$ cat src/rtl/str_check_sched.sv
// str_check_sched: two-requester string checker with round-robin ownership.
// A granted requester streams ASCII characters; the recognizer checks that the
// string alternates single digit / single non-digit, starting and ending with
// a digit. A one-cycle result strobe follows the last character.
// Optional build macro: STR_CHECK_SCHED_TIMEOUT_EN adds a 16-cycle idle
// timeout in STREAM that reports an aborted string.
//
// state  | meaning
// IDLE   | no owner; waiting for any valid, then grant
// STREAM | owner's ready is high; characters are accepted and checked
// REPORT | one-cycle result strobe, then hand priority to the other requester

module str_check_sched (
    input  logic       clk,
    input  logic       clr,
    input  logic       in0_valid,
    input  logic [7:0] in0_data,
    input  logic       in0_last,
    output logic       in0_ready,
    input  logic       in1_valid,
    input  logic [7:0] in1_data,
    input  logic       in1_last,
    output logic       in1_ready,
    output logic       res_valid,
    output logic       res_ok,
    output logic       res_id,
    output logic [7:0] res_len,
    output logic       res_abort,
    output logic       busy
);

    typedef enum logic [1:0] {IDLE, STREAM, REPORT} state_t;
    typedef enum logic [1:0] {R_START, R_DIG, R_SEP, R_ERR} rec_t;

    state_t     state_q, state_d;
    rec_t       rec_q, rec_d, rec_nxt;
    logic       rr_ptr_q, rr_ptr_d;
    logic       owner_q, owner_d;
    logic [7:0] len_q, len_d;

    logic       sel_valid;
    logic [7:0] sel_data;
    logic       sel_last;
    logic       is_digit;
    logic       xfer;

`ifdef STR_CHECK_SCHED_TIMEOUT_EN
    logic [3:0] idle_cnt_q, idle_cnt_d;
    logic       abort_q, abort_d;
`endif

    assign sel_valid = owner_q ? in1_valid : in0_valid;
    assign sel_data  = owner_q ? in1_data  : in0_data;
    assign sel_last  = owner_q ? in1_last  : in0_last;
    assign is_digit  = (sel_data >= 8'h30) && (sel_data <= 8'h39);
    assign xfer      = (state_q == STREAM) && sel_valid;

    // Recognizer step for the character currently offered by the owner.
    always_comb begin
        rec_nxt = R_ERR;
        case (rec_q)
            R_START: rec_nxt = is_digit ? R_DIG : R_ERR;
            R_DIG:   rec_nxt = is_digit ? R_ERR : R_SEP;
            R_SEP:   rec_nxt = is_digit ? R_DIG : R_ERR;
            default: rec_nxt = R_ERR;
        endcase
    end

    // Controller next state, grant, length/recognizer updates and readys.
    always_comb begin
        state_d   = state_q;
        rec_d     = rec_q;
        rr_ptr_d  = rr_ptr_q;
        owner_d   = owner_q;
        len_d     = len_q;
        in0_ready = 1'b0;
        in1_ready = 1'b0;
`ifdef STR_CHECK_SCHED_TIMEOUT_EN
        idle_cnt_d = idle_cnt_q;
        abort_d    = abort_q;
`endif
        case (state_q)
            IDLE: begin
                if (in0_valid || in1_valid) begin
                    // Tie goes to rr_ptr; a lone requester wins outright.
                    owner_d = (in0_valid && in1_valid) ? rr_ptr_q : in1_valid;
                    rec_d   = R_START;
                    len_d   = 8'd0;
                    state_d = STREAM;
`ifdef STR_CHECK_SCHED_TIMEOUT_EN
                    idle_cnt_d = 4'd15;
                    abort_d    = 1'b0;
`endif
                end
            end
            STREAM: begin
                in0_ready = ~owner_q;
                in1_ready = owner_q;
                if (xfer) begin
                    rec_d = rec_nxt;
                    len_d = (len_q == 8'hff) ? len_q : len_q + 8'd1;
                    if (sel_last) begin
                        state_d = REPORT;
                    end
`ifdef STR_CHECK_SCHED_TIMEOUT_EN
                    idle_cnt_d = 4'd15;
                end else if (idle_cnt_q == 4'd0) begin
                    abort_d = 1'b1;
                    state_d = REPORT;
                end else begin
                    idle_cnt_d = idle_cnt_q - 4'd1;
`endif
                end
            end
            REPORT: begin
                rr_ptr_d = ~owner_q;
                state_d  = IDLE;
            end
            default: state_d = IDLE;
        endcase
    end

    // State registers with asynchronous clear.
    always_ff @(posedge clk or posedge clr) begin
        if (clr) begin
            state_q  <= IDLE;
            rec_q    <= R_START;
            rr_ptr_q <= 1'b0;
            owner_q  <= 1'b0;
            len_q    <= 8'd0;
`ifdef STR_CHECK_SCHED_TIMEOUT_EN
            idle_cnt_q <= 4'd15;
            abort_q    <= 1'b0;
`endif
        end else begin
            state_q  <= state_d;
            rec_q    <= rec_d;
            rr_ptr_q <= rr_ptr_d;
            owner_q  <= owner_d;
            len_q    <= len_d;
`ifdef STR_CHECK_SCHED_TIMEOUT_EN
            idle_cnt_q <= idle_cnt_d;
            abort_q    <= abort_d;
`endif
        end
    end

    assign res_valid = (state_q == REPORT);
    assign res_id    = res_valid & owner_q;
    assign res_len   = res_valid ? len_q : 8'd0;
    assign busy      = (state_q != IDLE);
`ifdef STR_CHECK_SCHED_TIMEOUT_EN
    assign res_ok    = res_valid && (rec_q == R_DIG) && !abort_q;
    assign res_abort = res_valid & abort_q;
`else
    assign res_ok    = res_valid && (rec_q == R_DIG);
    assign res_abort = 1'b0;
`endif

endmodule

$ cat config.mk
export PLATFORM = sky130hd
export DESIGN_NAME = str_check_sched
export DESIGN_NICKNAME = d
export VERILOG_FILES = /design/src/rtl/str_check_sched.sv
export SDC_FILE = /design/constraint.sdc
export NUM_CORES = 1
export LEC_CHECK = 0
export ABC_CLOCK_PERIOD_IN_PS = 3600
export BUFFER_PORTS_ARGS = -buffer_cell sky130_fd_sc_hd__buf_2
export CORE_MARGIN = 8
export CORE_UTILIZATION = 51
export CTS_CLUSTER_DIAMETER = 80
export DETAILED_ROUTE_END_ITERATION = 8
export GPL_ROUTABILITY_DRIVEN = 1
export PLACE_DENSITY_LB_ADDON = 0.08
export SYNTH_ARGS = -nofsm -noshare
export SYNTH_HDL_FRONTEND = slang
export SYNTH_SLANG_ARGS = --single-unit
$ cat constraint.sdc
create_clock -name clk -period 3.6 [get_ports clk]
set_input_delay 0.54 -clock clk [delete_from_list [all_inputs] [get_ports clk]]
set_output_delay 0.54 -clock clk [all_outputs]
set_load 0.01 [all_outputs]
== After elaboration in Yosys (flattened, before gate mapping) ==
Index checks and enable logic that the tools add are counted.

* Flip-flop bits (word level): 14
* Latch bits: 0
* Memory bits (writable): 0
* ROM bits: 0
* Bits of input ports: 22
* Output and inout port bits: 15
* Logic and storage cells: 54
* Memories kept: 0

* $add $sub $neg: 1
* Multipliers: 0
* Divide/modulo/power cells: 0
* $lt $le $gt $ge: 2
* Eq/ne operators: 9
* Shift operators: 0
* Mux-type cells: 21
* Bitwise logic cells: 2
* Reduce and logical (&&, ||, !) cells: 14

{| class="wikitable"
|+ Operators with widths
! cell !! number
|-
| 8-bit two-way mux || 5
|-
| 8-bit case mux with 2 select lines || 1
|-
| 2-bit two-way mux || 6
|-
| 2-bit case mux with 2 select lines || 3
|-
| 8-bit by 1-bit adder with 8-bit output, second input constant || 1
|-
| 8-bit equality test, second input constant || 1
|-
| 8-bit by 6-bit >= comparator with 1-bit output, second input constant || 1
|-
| 8-bit by 6-bit <= comparator with 1-bit output, second input constant || 1
|-
| 2-bit != test, second input constant || 4
|-
| 1-bit two-way mux || 6
|-
| 3-bit AND reduction || 2
|-
| 2-bit by 1-bit equality test with 1-bit output, second input constant || 2
|-
| 2-bit equality test, second input constant || 2
|-
| 1-bit logical AND || 4
|-
| 2-bit zero test || 2
|-
| 4-bit AND reduction || 1
|-
| 2-bit nonzero test || 2
|-
| 2-bit AND reduction || 1
|-
| 2-bit OR reduction || 1
|-
| 1-bit bitwise AND || 1
|-
| 1-bit logical OR || 1
|-
| 1-bit NOT || 1
|}

== Logic depth before layout (Yosys ltp) ==
* Depth after elaboration: 7
* Gate-level depth with buffers: 6
* Mapped depth without buffers: 5

== Worst setup path after synthesis ==
No wires, ideal clock.

* Kind: register to register
* Start: register len_q[0]
* End: register len_q[3]
* Library setup time: 0.078 ns
* Arrival time: 1.724 ns
* Required time: 3.522 ns
* Slack: 1.798 ns
* Cell stages (with the launch flop): 7
* Path buffers: 1
* Clock period less this slack: 1.802 ns
* Cell sequence: dfrtp_1 > ha_1 > and4_1 > and2_1 > clkbuf_1 > or4_1 > a21boi_1

* Longest elaborated chain between the ends: 4
* Elaborated cells on any way between the ends: 7
* Classes of those cells: 1 x add/sub; 2 x eq/ne; 3 x mux; 1 x reduce/logical

{| class="wikitable"
|+ RTL lines
! element !! RTL line !! RTL
|-
| from (decl) || 39 || <nowiki>logic [7:0] len_q, len_d;</nowiki>
|-
| from (signal assigned) || 140 || <nowiki>len_q <= len_d;</nowiki>
|-
| 8-bit by 1-bit adder with 8-bit output || 101 || <nowiki>len_d = (len_q == 8'hff) ? len_q : len_q + 8'd1;</nowiki>
|-
| 8-bit two-way mux || 101 ||
|-
| 8-bit two-way mux || 99 || <nowiki>if (xfer) begin</nowiki>
|-
| 8-bit case mux with 2 select lines || 82 || <nowiki>case (state_q)</nowiki>
|}

Several ways; a longest one is shown, not always the timed one. The select of a mux whose other input is x is not followed.
A chain may end at the register's enable or synchronous reset.

== Worst setup path in the final report ==
* Start: register state_q[0]
* End: output res_id

* Longest elaborated chain between the ends: 2

{| class="wikitable"
|+ RTL lines
! element !! RTL line !! RTL
|-
| from (decl) || 35 || <nowiki>state_t state_q, state_d;</nowiki>
|-
| from (signal assigned) || 136 || <nowiki>state_q <= state_d;</nowiki>
|-
| 2-bit equality test || 148 || <nowiki>assign res_valid = (state_q == REPORT);</nowiki>
|-
| 1-bit bitwise AND || 149 || <nowiki>assign res_id = res_valid & owner_q;</nowiki>
|-
| to (decl) || 26 || <nowiki>output logic res_id,</nowiki>
|}

Every way passes these cells.

==> impl_metrics.json <==
{
  "result_of_the_run": "completed",
  "holdBufCountCts": 0,
  "min_period_over_period_pct": 62.9,
  "drt-total-wl_mm": 2.25,
  "place.port_buffers": 33,
  "final_nets": 162,
  "crit_required_ps": 3060,
  "yosys_warnings": 0,
  "critPathTopFamily": "simple AND/OR/NAND/NOR gates",
  "worst-r2r-cell-count": 5,
  "cts.path.max_buffers": 2,
  "fp.coreArea_sq_um": 1730,
  "fillCellCount": 163,
  "slowest_delay_ps": 580,
  "area_growth_pct": 20.1,
  "worst_clock_skew_ps": 3.81,
  "post-cts-setup-buffer-count": 0,
  "max_clock_freq_mhz": 442,
  "p_leak_uw": 0.000580,
  "rr_startpoint": "len_q[0]",
  "cp.depth": 3,
  "dpl-instance-area_sq_um": 1090,
  "syn-cell-area_sq_um": 936,
  "clock_sinks": 14,
  "final_cell_area_sq_um": 1120,
  "criticalPathCategory": "register to output pin",
  "cpMaxStageDelayCell": "nor2b_1",
  "fin_cells": 163,
  "number_of_max_cap_violations": 0,
  "fp-row-count": 15,
  "chipHeight_um": 58.8,
  "clk_root_buffer_cell": "clkbuf_4",
  "dp_slack_ps": 1570,
  "sequential_cell_area_sq_um": 350,
  "critPathLaunchType": "register",
  "reg2reg_setup_slack_ps": 1690,
  "hold_viol_final": 0,
  "drt-pass1-iter-count": 4,
  "postSynthCellCount": 108,
  "synth_area_per_cell_sq_um": 8.67,
  "worst_case_headroom_to_the_max_slew_limit_pct": 41.7,
  "synth-seq-cells": 14,
  "multi_input_area_sq_um": 526,
  "drc": 0,
  "clock_latency_ps": 280,
  "via_count": 887,
  "path_cells": "nor2b_1, and2_2, buf_2",
  "dieArea_sq_um": 3460,
  "avgRoutedWirePerCell_um": 13.8,
  "grt-ovfl-total": 0,
  "globalRouteTotalUtil_pct": 13.6,
  "setup_viol_count_final": 0,
  "timing.critical_path.arrival_ps": 1720,
  "cts_repair_resize_count": 0,
  "dr.first_iter.drc_count": 22,
  "clk_pin_slew_worst_paths_ps": 90,
  "hpwlAfterDp_mm": 1.71,
  "finalWorstSetupSlack_ps": 1340,
  "floorplan.initialDensity_pct": 54.2,
  "rsz0062_at_grt": "false",
  "setup.worst_path.end_class": "output pin",
  "worst_r2r_endpoint": "len_q[7]",
  "holdCritPathClass": "input port to async pin",
  "grt_first_pass_wirelength_mm": 3.80,
  "synth_sequential_area_ratio_pct": 37.4,
  "post_synthesis_net_count": 131,
  "tritoncts": "built",
  "timing_max_transition_violations_final": 0,
  "number_of_placed_instances_taps_included": 159,
  "cts-htree-levels": 1,
  "antenna_cells": 0,
  "layout-drive-gt1-share_pct": 29.7,
  "period_minus_slack_ps": 2260,
  "number_of_antenna_violations_at_the_first_check_in_global_routing": 0,
  "synth_cell_type_count": 35,
  "gpl.final_weighted_congestion": 0.819,
  "ant_nets_after_route": 0,
  "numCtsBuffers": 3,
  "cp_num_buf_inv": 1,
  "die_x_um": 58.8,
  "worstPathMaxFanout": 12,
  "worst_pin_slew_ps": 869,
  "peakVddDrop_v": 0.000387,
  "finalSetupTns_ps": 0,
  "number_of_global_route_vias_before_repair": 924,
  "grt_start_max_net_pins": 15,
  "cellPowerDensity_nw_per_um2": 562,
  "via_per_instance_ratio": 5.44,
  "ios": 37
}
## placed cells by master, fill, tap and decap left out, drive strengths merged, types with 4 or more instances in the layout
| cell | instances |
|---|---|
| nand3 | 4 |
| nand2 | 11 |
| mux2i | 4 |
| buf | 33 |
| nor2 | 5 |
| o21ai | 5 |
| dfrtp | 14 |
| and2 | 12 |
| inv | 4 |
| clkbuf | 4 |
| nand2b | 4 |
## state kept, by name (all words and copies together) (netlist names)
name and cells:
rr_ptr_q 1, owner_q 1, rec_q 2, len_q 8
state_q 2
## layout make-up
class	instances	area share (%)
Multi-Input combinational cell	83	46.8
Clock buffer	4	3.23
Tap cell	25	2.78
Inverter	4	1.34
Timing Repair Buffer	33	14.7
Sequential cell	14	31.2
## power by group
group          leakage, uW  total (uW)  switching [uW]  internal, uW
Clock            0.0000210         115            53.2          61.4
Combinational     0.000379         251             140           111
Sequential        0.000179         266            62.3           204
Total             0.000580         632             255           376
## per-stage QoR
| step | util (%) | hold WS [ps] | power, uW |
|---|---|---|---|
| 4_1_cts | 65.1 | 314 | 637 |
| 5_1_grt | 65.1 | 351 | 683 |
| 3_5_place_dp | 63.0 | 496 | 521 |
| 2_1_floorplan | - | 429 | 464 |
| 3_3_place_gp | 63.0 | 495 | 513 |
| 6_report | 65.1 | 299 | 632 |
## worst reg2reg max path, stage by stage, from the launching register on
cell and delay (ps):
dfrtp_1 450, ha_1 280, and4_1 220, and2_1 230, or4_1 490, a21boi_1 160
## synth_stat cells
cell / number / area, sq um
a211o_1: 1 / 8.76
a211oi_1: 2 / 15.0
a21boi_1: 3 / 22.5
a21oi_1: 2 / 10.0
a31oi_1: 2 / 12.5
and2_1: 11 / 68.8
and2_2: 1 / 7.51
and3_1: 3 / 18.8
and4_1: 2 / 17.5
buf_4: 1 / 7.51
buf_6: 2 / 22.5
clkbuf_1: 4 / 15.0
conb_1: 1 / 3.75
dfrtp_1: 14 / 350
ha_1: 1 / 12.5
inv_1: 4 / 15.0
mux2_2: 1 / 11.3
mux2i_1: 4 / 40.0
nand2_1: 11 / 41.3
nand2b_1: 4 / 25.0
nand3_1: 4 / 20.0
nand4_1: 3 / 18.8
nand4b_1: 1 / 8.76
nor2_1: 5 / 18.8
nor2b_1: 3 / 18.8
nor4_1: 1 / 6.26
nor4b_1: 1 / 8.76
o211ai_1: 1 / 7.51
o21a_1: 1 / 7.51
o21ai_0: 5 / 25.0
o31a_2: 1 / 10.0
o31ai_1: 3 / 22.5
o41ai_1: 1 / 8.76
or2_2: 1 / 6.26
or4_1: 3 / 22.5
## per-layer routing
metal,wire [um],part of all wire (%),up-vias,GRT usage [%]
met5,0,0,-,0
met1,1050,47,404,15.9
li1,-,-,444,-
met3,147,6.5,2,3.70
met4,12,0.53,0,5.80
met2,1040,46,37,22.6
## logic make-up (layout without fill, tap and decap cells)
group	count (synthesis)	count (layout)	synth area share, %
flops	14	14	37.4
simple gates	54	54	32.9
compound gates	22	22	16.0
mux	5	5	5.48
other cells	1	1	0.401
buf+inv	11	41	6.42
fa+ha+maj	1	1	1.34
## how the worst max path moves through the flow
| stage | startpoint | to |
|---|---|---|
| after detailed placement | in1_valid | len_q[5] |
| after floorplan | len_q[0] | len_q[3] |
| final | state_q[0] | res_id |
| after global routing | state_q[0] | res_id |
| after CTS | state_q[0] | res_id |
| after global placement | in1_valid | len_q[6] |
No activity file was read; power rests on OpenSTA's default activity.
